### src/rtl/step_pulse_generator_pkg.sv
// Shared types and period arithmetic helpers for the step pulse generator.
package step_pulse_generator_pkg;

  localparam int unsigned DEF_STEP_W = 16;
  localparam int unsigned DEF_PER_W  = 16;
  localparam int unsigned CALC_W     = 32;

  typedef logic [CALC_W-1:0] calc_t;

  typedef enum logic [1:0] {
    ST_IDLE,
    ST_ACCEL,
    ST_CRUISE,
    ST_DECEL
  } state_e;

  function automatic calc_t max_u(input calc_t a, input calc_t b);
    return (a > b) ? a : b;
  endfunction

  function automatic calc_t min_u(input calc_t a, input calc_t b);
    return (a < b) ? a : b;
  endfunction

  // a - b, floored at lo without wrapping below zero
  function automatic calc_t sub_floor(input calc_t a, input calc_t b, input calc_t lo);
    return (a >= lo + b) ? a - b : lo;
  endfunction

endpackage

### src/rtl/step_pulse_generator_if.sv
// Command handshake and step output bundle between motion planner and sequencer.
interface step_pulse_generator_if
  import step_pulse_generator_pkg::*;
#(
  parameter int unsigned STEP_W = DEF_STEP_W,
  parameter int unsigned PER_W  = DEF_PER_W
);
  logic              cmd_valid;
  logic              cmd_ready;
  logic [STEP_W-1:0] cmd_steps;
  logic              cmd_dir;
  logic [PER_W-1:0]  cmd_period;
  logic              abort;
  logic              step_pulse;
  logic              step_dir;
  logic              busy;
  logic              done;
  logic              aborted;
  logic [STEP_W-1:0] steps_remaining;

  modport master (
    output cmd_valid, cmd_steps, cmd_dir, cmd_period, abort,
    input  cmd_ready, step_pulse, step_dir, busy, done, aborted, steps_remaining
  );

  modport slave (
    input  cmd_valid, cmd_steps, cmd_dir, cmd_period, abort,
    output cmd_ready, step_pulse, step_dir, busy, done, aborted, steps_remaining
  );
endinterface

### src/rtl/step_pulse_generator_timer.sv
// Loadable period down-counter; expire_c marks the cycle a step is due.
module step_period_timer #(
  parameter int unsigned PER_W = 16
) (
  input  logic             clk,
  input  logic             reset,
  input  logic             run,
  input  logic             load,
  input  logic [PER_W-1:0] load_val,
  output logic             expire_c
);
  logic [PER_W-1:0] cnt_q;

  always_ff @(posedge clk or negedge reset) begin
    if (!reset) begin
      cnt_q <= '0;
    end else if (load) begin
      cnt_q <= load_val;
    end else if (run && (cnt_q != '0)) begin
      cnt_q <= cnt_q - PER_W'(1);
    end
  end

  // Loaded with P, counter reaches 1 exactly P cycles after the load edge
  assign expire_c = run && (cnt_q == PER_W'(1));

endmodule

### src/rtl/step_pulse_generator.sv
// Trapezoidal step pulse profile generator: accel / cruise / decel per step.
module step_pulse_generator
  import step_pulse_generator_pkg::*;
#(
  parameter int unsigned STEP_W       = DEF_STEP_W,
  parameter int unsigned PER_W        = DEF_PER_W,
  parameter int unsigned START_PERIOD = 1000,
  parameter int unsigned ACCEL_DEC    = 10,
  parameter int unsigned MIN_PERIOD   = 2
) (
  input logic                   clk,
  input logic                   reset,
  step_pulse_generator_if.slave bus
);

  state_e            state_q, state_d;
  logic [PER_W-1:0]  cur_q, cur_d;
  logic [PER_W-1:0]  target_q, target_d;
  logic [STEP_W-1:0] ramp_q, ramp_d;
  logic [STEP_W-1:0] rem_q, rem_d;
  logic              dir_q, dir_d;
  logic              done_q, done_d;
  logic              aborted_q, aborted_d;
  logic              ready_q, ready_d;
  logic              busy_q, busy_d;

  logic              tmr_load;
  logic [PER_W-1:0]  tmr_val;
  logic              tmr_expire;
  logic              pulse_c;
  logic [STEP_W-1:0] rem_next;
  calc_t             tgt_new, cur_new, cur_up, cur_dn;

  step_period_timer #(.PER_W(PER_W)) u_timer (
    .clk      (clk),
    .reset    (reset),
    .run      (busy_q),
    .load     (tmr_load),
    .load_val (tmr_val),
    .expire_c (tmr_expire)
  );

  // abort in the expiry cycle suppresses that pulse
  assign pulse_c  = tmr_expire && !bus.abort;
  assign rem_next = rem_q - STEP_W'(1);
  assign tgt_new  = max_u(CALC_W'(bus.cmd_period), CALC_W'(MIN_PERIOD));
  assign cur_new  = max_u(CALC_W'(START_PERIOD), tgt_new);
  assign cur_up   = min_u(CALC_W'(cur_q) + CALC_W'(ACCEL_DEC), CALC_W'(START_PERIOD));
  assign cur_dn   = sub_floor(CALC_W'(cur_q), CALC_W'(ACCEL_DEC), CALC_W'(target_q));

  always_comb begin
    state_d   = state_q;
    cur_d     = cur_q;
    target_d  = target_q;
    ramp_d    = ramp_q;
    rem_d     = rem_q;
    dir_d     = dir_q;
    done_d    = 1'b0;
    aborted_d = 1'b0;
    tmr_load  = 1'b0;
    tmr_val   = cur_q;

    case (state_q)
      ST_IDLE: begin
        if (bus.cmd_valid && ready_q) begin
          dir_d    = bus.cmd_dir;
          rem_d    = bus.cmd_steps;
          target_d = PER_W'(tgt_new);
          cur_d    = PER_W'(cur_new);
          ramp_d   = '0;
          if (bus.cmd_steps == '0) begin
            done_d = 1'b1;
          end else begin
            tmr_load = 1'b1;
            tmr_val  = PER_W'(cur_new);
            state_d  = (tgt_new >= CALC_W'(START_PERIOD)) ? ST_CRUISE : ST_ACCEL;
          end
        end
      end
      default: begin
        if (bus.abort) begin
          state_d   = ST_IDLE;
          done_d    = 1'b1;
          aborted_d = 1'b1;
        end else if (pulse_c) begin
          rem_d = rem_next;
          if (rem_next == '0) begin
            state_d = ST_IDLE;
            done_d  = 1'b1;
          end else begin
            // enough ramp-down steps left takes priority over accelerating
            if (rem_next <= ramp_q) begin
              state_d = ST_DECEL;
              cur_d   = PER_W'(cur_up);
              ramp_d  = (ramp_q == '0) ? '0 : ramp_q - STEP_W'(1);
            end else if (state_q == ST_ACCEL) begin
              cur_d  = PER_W'(cur_dn);
              ramp_d = ramp_q + STEP_W'(1);
              if (cur_dn == CALC_W'(target_q)) begin
                state_d = ST_CRUISE;
              end
            end
            tmr_load = 1'b1;
            tmr_val  = cur_d;
          end
        end
      end
    endcase

    busy_d  = (state_d != ST_IDLE);
    ready_d = (state_d == ST_IDLE);
  end

  always_ff @(posedge clk or negedge reset) begin
    if (!reset) begin
      state_q   <= ST_IDLE;
      cur_q     <= '0;
      target_q  <= '0;
      ramp_q    <= '0;
      rem_q     <= '0;
      dir_q     <= 1'b0;
      done_q    <= 1'b0;
      aborted_q <= 1'b0;
      ready_q   <= 1'b1;
      busy_q    <= 1'b0;
    end else begin
      state_q   <= state_d;
      cur_q     <= cur_d;
      target_q  <= target_d;
      ramp_q    <= ramp_d;
      rem_q     <= rem_d;
      dir_q     <= dir_d;
      done_q    <= done_d;
      aborted_q <= aborted_d;
      ready_q   <= ready_d;
      busy_q    <= busy_d;
    end
  end

  assign bus.cmd_ready       = ready_q;
  assign bus.step_pulse      = pulse_c;
  assign bus.step_dir        = dir_q;
  assign bus.busy            = busy_q;
  assign bus.done            = done_q;
  assign bus.aborted         = aborted_q;
  assign bus.steps_remaining = rem_q;

endmodule

### src/flat_wrapper.sv
// flat-port wrapper written by rule: the top's interface ports become plain ports
module step_pulse_generator_flat import step_pulse_generator_pkg::*;
#(
  parameter int unsigned STEP_W       = DEF_STEP_W,
  parameter int unsigned PER_W        = DEF_PER_W,
  parameter int unsigned START_PERIOD = 1000,
  parameter int unsigned ACCEL_DEC    = 10,
  parameter int unsigned MIN_PERIOD   = 2
)
  (clk, reset, bus_cmd_valid, bus_cmd_steps, bus_cmd_dir, bus_cmd_period, bus_abort, bus_cmd_ready, bus_step_pulse, bus_step_dir, bus_busy, bus_done, bus_aborted, bus_steps_remaining);
  step_pulse_generator_if #(.STEP_W(STEP_W), .PER_W(PER_W)) bus_i ();
  input logic clk;
  input logic reset;
  input wire logic [$bits(bus_i.cmd_valid)-1:0] bus_cmd_valid;
  input wire logic [$bits(bus_i.cmd_steps)-1:0] bus_cmd_steps;
  input wire logic [$bits(bus_i.cmd_dir)-1:0] bus_cmd_dir;
  input wire logic [$bits(bus_i.cmd_period)-1:0] bus_cmd_period;
  input wire logic [$bits(bus_i.abort)-1:0] bus_abort;
  output wire logic [$bits(bus_i.cmd_ready)-1:0] bus_cmd_ready;
  output wire logic [$bits(bus_i.step_pulse)-1:0] bus_step_pulse;
  output wire logic [$bits(bus_i.step_dir)-1:0] bus_step_dir;
  output wire logic [$bits(bus_i.busy)-1:0] bus_busy;
  output wire logic [$bits(bus_i.done)-1:0] bus_done;
  output wire logic [$bits(bus_i.aborted)-1:0] bus_aborted;
  output wire logic [$bits(bus_i.steps_remaining)-1:0] bus_steps_remaining;
  assign bus_i.cmd_valid = bus_cmd_valid;
  assign bus_i.cmd_steps = bus_cmd_steps;
  assign bus_i.cmd_dir = bus_cmd_dir;
  assign bus_i.cmd_period = bus_cmd_period;
  assign bus_i.abort = bus_abort;
  assign bus_cmd_ready = bus_i.cmd_ready;
  assign bus_step_pulse = bus_i.step_pulse;
  assign bus_step_dir = bus_i.step_dir;
  assign bus_busy = bus_i.busy;
  assign bus_done = bus_i.done;
  assign bus_aborted = bus_i.aborted;
  assign bus_steps_remaining = bus_i.steps_remaining;
  step_pulse_generator #(.STEP_W(STEP_W), .PER_W(PER_W), .START_PERIOD(START_PERIOD), .ACCEL_DEC(ACCEL_DEC), .MIN_PERIOD(MIN_PERIOD)) u_core (.clk(clk), .reset(reset), .bus(bus_i));
endmodule
### config.mk
export PLATFORM = sky130hd
export DESIGN_NAME = step_pulse_generator_flat
export DESIGN_NICKNAME = d
export VERILOG_FILES = /design/src/rtl/step_pulse_generator_pkg.sv /design/src/rtl/step_pulse_generator_if.sv /design/src/rtl/step_pulse_generator_timer.sv /design/src/rtl/step_pulse_generator.sv /design/src/flat_wrapper.sv
export SDC_FILE = /design/constraint.sdc
export NUM_CORES = 1
export LEC_CHECK = 0
export CAP_MARGIN = 20
export CELL_PAD_IN_SITES_DETAIL_PLACEMENT = 1
export CELL_PAD_IN_SITES_GLOBAL_PLACEMENT = 2
export CORE_AREA = 2 2 132 198
export CTS_CLUSTER_SIZE = 24
export DETAILED_ROUTE_END_ITERATION = 8
export DIE_AREA = 0 0 134 200
export GPL_TIMING_DRIVEN = 0
export PLACE_DENSITY_LB_ADDON = 0.1
export SLEW_MARGIN = 20
export SYNTH_ARGS = -nofsm -noshare
export SYNTH_HDL_FRONTEND = slang
export SYNTH_SLANG_ARGS = --single-unit
export TNS_END_PERCENT = 100
### constraint.sdc
create_clock -name clk -period 4.1 [get_ports clk]
set_input_delay 1.025 -clock clk [delete_from_list [all_inputs] [get_ports clk]]
set_output_delay 1.025 -clock clk [all_outputs]
set_load 0.02 [all_outputs]
; After elaboration in Yosys (flattened, before gate mapping)
; Cells that the tools add are included.
[classes]
eq_ne = 6
n_reduce_logical = 18
n_lt_le_gt_ge = 6
mux = 52
addsub = 7
[ops]
columns = cell, n
row1 = $mux W16, 27
row2 = $logic_not A16 Y1, 3
row3 = $sub A16 B1 Y16 const B, 3
row4 = $add A16 B4 Y17 const B, 2
row5 = $eq A32 B16 Y1, 1
row6 = $ge A16 B32 Y1, 1
row7 = $ge A32 B10 Y1 const B, 1
row8 = $gt A10 B32 Y1 const A, 1
row9 = $mux W32, 1
row10 = $mux W2, 10
row11 = $lt A17 B10 Y1 const B, 1
row12 = $sub A16 B4 Y17 const B, 1
row13 = $add A16 B1 Y16 const B, 1
row14 = $eq A16 B1 Y1 const B, 1
row15 = $gt A16 B2 Y1 const B, 1
row16 = $le A16 B16 Y1, 1
row17 = $reduce_bool A16 Y1, 1
row18 = $mux W1, 14
row19 = $reduce_bool A2 Y1, 3
row20 = $reduce_and A5 Y1, 1
row21 = $logic_and A1 B1 Y1, 4
row22 = $logic_not A2 Y1, 2
row23 = $ne A2 B1 Y1 const B, 2
row24 = $reduce_and A3 Y1, 1
row25 = 5 further kinds, 5
[totals]
input_bits = 37
out_inout_bits = 22
regBits = 87

; Longest topological paths before layout
[depth]
ltp_word = 12
depth_mapped = 17
depth_no_buf = 16

; Cells and area by module
; Synthesis repeated with hierarchy kept, for this count alone.
[unflattened]
hier_cells = 1097
area_unflattened_um2 = 8259.2
[by_module_without_submodules]
columns = module, cells_each, n_inst, area_each_um2
row1 = step_pulse_generator, 979, 1, 7181.9
row2 = step_period_timer, 118, 1, 1077.3

; Worst setup path before layout
; Ideal clock, no wire load.
[synth_timing]
path_kind = register to register
from = reg u_core.rem_q[0], in the netlist u_core.bus.steps_remaining[0]
to = reg u_core.cur_q[7]
arrival_time_ps = 3936
setup_slack_ps = 30
required_ps = 3966
path_stages_with_launch = 17
n_path_buf = 1
setup_ps = 134
period_less_slack_ps = 4070
path_cell_list = dfrtp_1 > inv_1 > ha_1 > nor3b_2 > nand2_1 > or4_1 > xnor2_1 > ha_1 > nand4_1 > nor4_1 > a41oi_1 > o21a_1 > nor4_4 > buf_2 > a32oi_1 > o21ai_0 > o21ai_0
[synth_via]
elab_chain_len = 7
word_cells_on_any_way = 8
classes_between = add/sub: 1 / order compare: 1 / mux: 5 / reduce/logical: 1
[synth_lines]
columns = element, line_no
row1 = from (decl), step_pulse_generator.sv:20  ; logic [STEP_W-1:0] rem_q, rem_d;
row2 = from (signal assigned), step_pulse_generator.sv:131  ; rem_q <= rem_d;
row3 = $sub A16 B1 Y16 (*), step_pulse_generator.sv:45  ; assign rem_next = rem_q - STEP_W'(1);
row4 = $le A16 B16 Y1, step_pulse_generator.sv:92  ; if (rem_next <= ramp_q) begin
row5 = $mux W16, step_pulse_generator.sv:92
row6 = $mux W16 (*), step_pulse_generator.sv:87  ; if (rem_next == '0) begin
row7 = $mux W16 (*) (2 in series), --
row8 = $mux W16 (*), step_pulse_generator.sv:63  ; case (state_q)
row9 = to (signal assigned), step_pulse_generator.sv:128  ; cur_q <= cur_d;
row10 = to (decl), step_pulse_generator.sv:17  ; logic [PER_W-1:0] cur_q, cur_d;
; Every way passes the cells marked *; elsewhere a longest branch is shown, timed or not.
; A chain may end at the register's enable or synchronous reset.

; Worst setup path in the final report
[layout_timing]
from = reg u_core.rem_q[5], in the netlist u_core.bus.steps_remaining[5]
to = reg u_core.u_timer.cnt_q[3]
[layout_via]
elab_chain_len = 8
word_cells_on_any_way = 14
classes_between = add/sub: 1 / order compare: 1 / mux: 10 / reduce/logical: 2
[layout_lines]
columns = element, line_no
row1 = $sub A16 B1 Y16 (*), step_pulse_generator.sv:45
row2 = $le A16 B16 Y1, step_pulse_generator.sv:92
row3 = $mux W16, step_pulse_generator.sv:92
row4 = $mux W16, --
row5 = $mux W16, step_pulse_generator.sv:85  ; end else if (pulse_c) begin
row6 = $mux W16, step_pulse_generator.sv:81  ; if (bus.abort) begin
row7 = $mux W16, step_pulse_generator.sv:63
row8 = $mux W16, step_pulse_generator_timer.sv:17  ; end else if (load) begin
row9 = to (signal assigned), step_pulse_generator_timer.sv:18  ; cnt_q <= load_val;
row10 = to (signal assigned), step_pulse_generator_timer.sv:20  ; cnt_q <= cnt_q - PER_W'(1);
row11 = to (decl), step_pulse_generator_timer.sv:12  ; logic [PER_W-1:0] cnt_q;
; Marks and branches as above.

==> impl_results.md <==
- Status: complete, but fails checks
- Failing checks: negative setup slack
- Number of flops mapped to enable cells by yosys: 0
- Clock power share: about a tenth
- Vias in the first global route: between 9000 and 10000
- Synthesized area: between 8000 and 9000 sq um
- Pint: between 4 and 5 mW
- Share of the synthesized area in the top cell type: a little over a quarter
- TritonCTS buffer count: 9
- I/O Pins: 59
- Die height: 200 um
- Dominant cells by area after synthesis: dfrtp_1 26%, ha_1 6.4%, nand2_1 6.0%
- Dominant cell type by area after synthesis: dfrtp_1
- Share of flip-flops with an asynchronous set or reset: 100%
- Comb power frac: between 70% and 80%
- Dpl cells: 1433
- Leakage power: roughly 4.1 nW
- Worst EP required: approximately 4.4 ns
- Initial drt markers: 373
- CTS tree: built
- Synth Flop Type: dfrtp_1
- CTS H-tree depth: 3
- Post-route ant nets: 0
- Crit path arrival time: about 4.5 ns
- Starting Density: about a third
- Fraction of layout cells with a size suffix above 1: 18.8%
- Clk Latency, worst-skew pair: 0.36 ns
- Max cap viols: 0
- Synth warnings: 0
- Fin nets: roughly 1200
- Most common cell after layout, fill and taps aside: nand2_1
- Largest net degree at the start of global routing: 48
- Clock slew at reported path FFs: 0.08 ns
- Maximum VDD drop: around 0.33 mV
- Setup CP Type: flop to flop
- Final hold violation count: 0
- Delay of the slowest critical-path stage: about 0.6 ns
- Synth Net Count: ~1100
- CP max-delay cell: or4_4
- PwrDens: around 900 nW/um^2
- CP bufs+invs: 3
- GR Overflow Total: 0
- RSZ-0062 raised after global routing: yes
- Max frequency: approximately 240 MHz
- Root Buffer: clkbuf_16
- Clock sinks: between 80 and 90
- Worst slew pin tran: 0.922 ns
- ANT cells: 0
- Worst setup EP type: flop
- Drt wl/cell: about 25 um
- Worst-path cell chain: nor3_4 > nand2_2 > or4_4 > xnor2_4 > ha_4 > nand4_1 > buf_4 > nor2_2 > a211o_1 > buf_6 > o21ai_4 > clkbuf_16 > nor2_4 > a221oi_2 > o21ai_2 > a32oi_1
- Post-layout min period: 4.21 ns
- # rows: slightly above 70
- Syn_area_per_cell: slightly below 8 sq um
- Net Sw Frac: between 50% and 60%
- Flop pwr share: a little under a fifth
- Hold crit path type: flop to flop
- DP HPWL: around 28000 um
- Worst-path fanout max: 7
- Core Box Area: 25000 sq um
- Worst setup SP type: flop
- Final setup violation count: 23
- Via count: roughly 8700
- Worst path top cell family by delay: simple AND/OR/NAND/NOR gates
- Clock Skews: 0.0130 ns
- Yosys cell types: 91
- Most frequent cells in the layout: 123 x nand2_1, 82 x dfrtp_1, 81 x nor2_1
- Die width: 134 um
- Die footprint: approximately 27000 sq um
- Fin worst setup slack: -0.110 ns
- Tcrit/Tclk final: 103%
- Psw: 5.26 mW
- Post-Synthesis Cells: approximately 1000
- Sequential share of the synthesized area: 26.6%
- Vias/cell: ~6
- Placer Congestion: just over 0.9
- Drt drc: 0
- Max Slew Vio Count: 0
- GRT Util Overall: between 20% and 30%
- CTS Buffer Depth: 2
- Initial antenna violation count: 0
- Final non-filler cell total: ~1500
- Syn-to-layout area delta: 29.6%
- First-pass GRT wire length: about 55000 um
- Final wirelength: 36800 um
- Max-slew headroom: a little under two fifths
- First drt pass iteration count: 7
- PortBufs: 58
- Synthesized flop and latch total: 87
- Worst slack, placed: -1.93 ns
## cells by family after synthesis
kind of cell | Yosys count | synth area share (%)
buffers and inverters | 118 | 6.31
AOI/OAI and AO/OA | 302 | 25.4
DFF | 87 | 26.6
and+or+nand+nor | 421 | 26.7
xor gates and xnor gates | 61 | 6.63
adders and majority gates | 42 | 6.43
muxes | 15 | 1.85
## flip-flops by register name (all words and copies together) (netlist names)
signal / count
u_core.bus.aborted: 1
u_core.bus.busy: 1
u_core.bus.cmd_ready: 1
u_core.bus.done: 1
u_core.bus.step_dir: 1
u_core.bus.steps_remaining: 16
u_core.cur_q: 16
u_core.ramp_q: 16
u_core.state_q: 2
u_core.target_q: 16
u_core.u_timer.cnt_q: 16
## worst register-to-register path, cell delays in order (launching register included)
cell       delay (ns)
dfrtp_1          0.52
nor3_4           0.39
nand2_2          0.12
or4_4            0.59
xnor2_4          0.24
ha_4             0.25
nand4_1          0.14
buf_4            0.14
nor2_2           0.03
a211o_1          0.31
buf_6            0.14
o21ai_4          0.27
clkbuf_16        0.23
nor2_4           0.07
a221oi_2         0.32
o21ai_2          0.16
a32oi_1          0.20
## cell type report
cell class,instances,area [sq um]
multi-input combinational,841,6040
clock buffer,9,225
clock inverter,7,88.8
timing repair buffer,108,1060
sequential,87,2180
inverter,43,161
tap,328,410
buffer,74,425
fill,2996,14400
## routing by layer
metal	share of wire (%)	up-vias	global-route usage, %
met2	54	184	52.2
met4	6.7	0	18.2
met5	0	-	0
met1	37	4385	27.9
met3	2.3	83	2.70
li1	-	4088	-
## what timing repair did
item / in CTS / in global routing
setup buffers: 26 / 20
endpoints found under the setup margin: 52 / 50
gates cloned: 0 / 3
pin swaps: 21 / 27
gates resized for setup: 76 / 77
hold buffers: 0 / 0
## power by group through the flow
stage	Sequential, mW	Combinational (mW)	Clock, mW
floorplan	1.68	3.82	0
global placement	1.73	5.82	0
detailed placement	1.73	5.86	0
CTS	1.71	6.42	0.937
global route	1.80	7.59	0.952
finish	1.75	7.01	0.909
## Yosys cell counts, drive strengths merged (17+ instances only)
cell type  instances
a21oi             66
a31oi             18
buf               30
clkbuf            45
dfrtp             86
ha                42
inv               43
nand2            130
nand3             42
nand4             17
nor2              87
nor3              33
nor4              29
o21ai             83
xnor2             39
xor2              22
## final timing paths
check	startpoint	end	slack [ns]	cells after the start
max in group asynchronous	reset	u_core.target_q[1]$_DFFE_PN0P_	2.90	2
max reg2reg	u_core.bus.steps_remaining[5]$_DFFE_PN0P_	u_core.u_timer.cnt_q[3]$_DFFE_PN0P_	-0.11	16
min reg2reg	u_core.bus.step_dir$_DFFE_PN0P_	u_core.bus.step_dir$_DFFE_PN0P_	0.49	2
min in group asynchronous	reset	u_core.bus.steps_remaining[7]$_DFFE_PN0P_	0.57	1
max	u_core.bus.steps_remaining[5]$_DFFE_PN0P_	u_core.u_timer.cnt_q[3]$_DFFE_PN0P_	-0.11	16
min	u_core.bus.step_dir$_DFFE_PN0P_	u_core.bus.step_dir$_DFFE_PN0P_	0.49	2
## through the flow
stage | total power [mW] | cell area [sq um] | setup TNS [ns] | hold WS (ns) | utilization (%)
6_report | 9.67 | 10600 | -1.10 | 0.486 | 42.5
5_1_grt | 10.3 | 10600 | -4.95 | 0.505 | 42.5
4_1_cts | 9.07 | 10100 | 0 | 0.493 | 40.3
3_5_place_dp | 7.60 | 9190 | -61.01 | 0.469 | 36.8
3_3_place_gp | 7.55 | 9170 | -214.09 | 0.460 | 36.7
2_1_floorplan | 5.50 | 8170 | 0 | 0.447 | -
No activity file was read; power rests on OpenSTA's default activity.
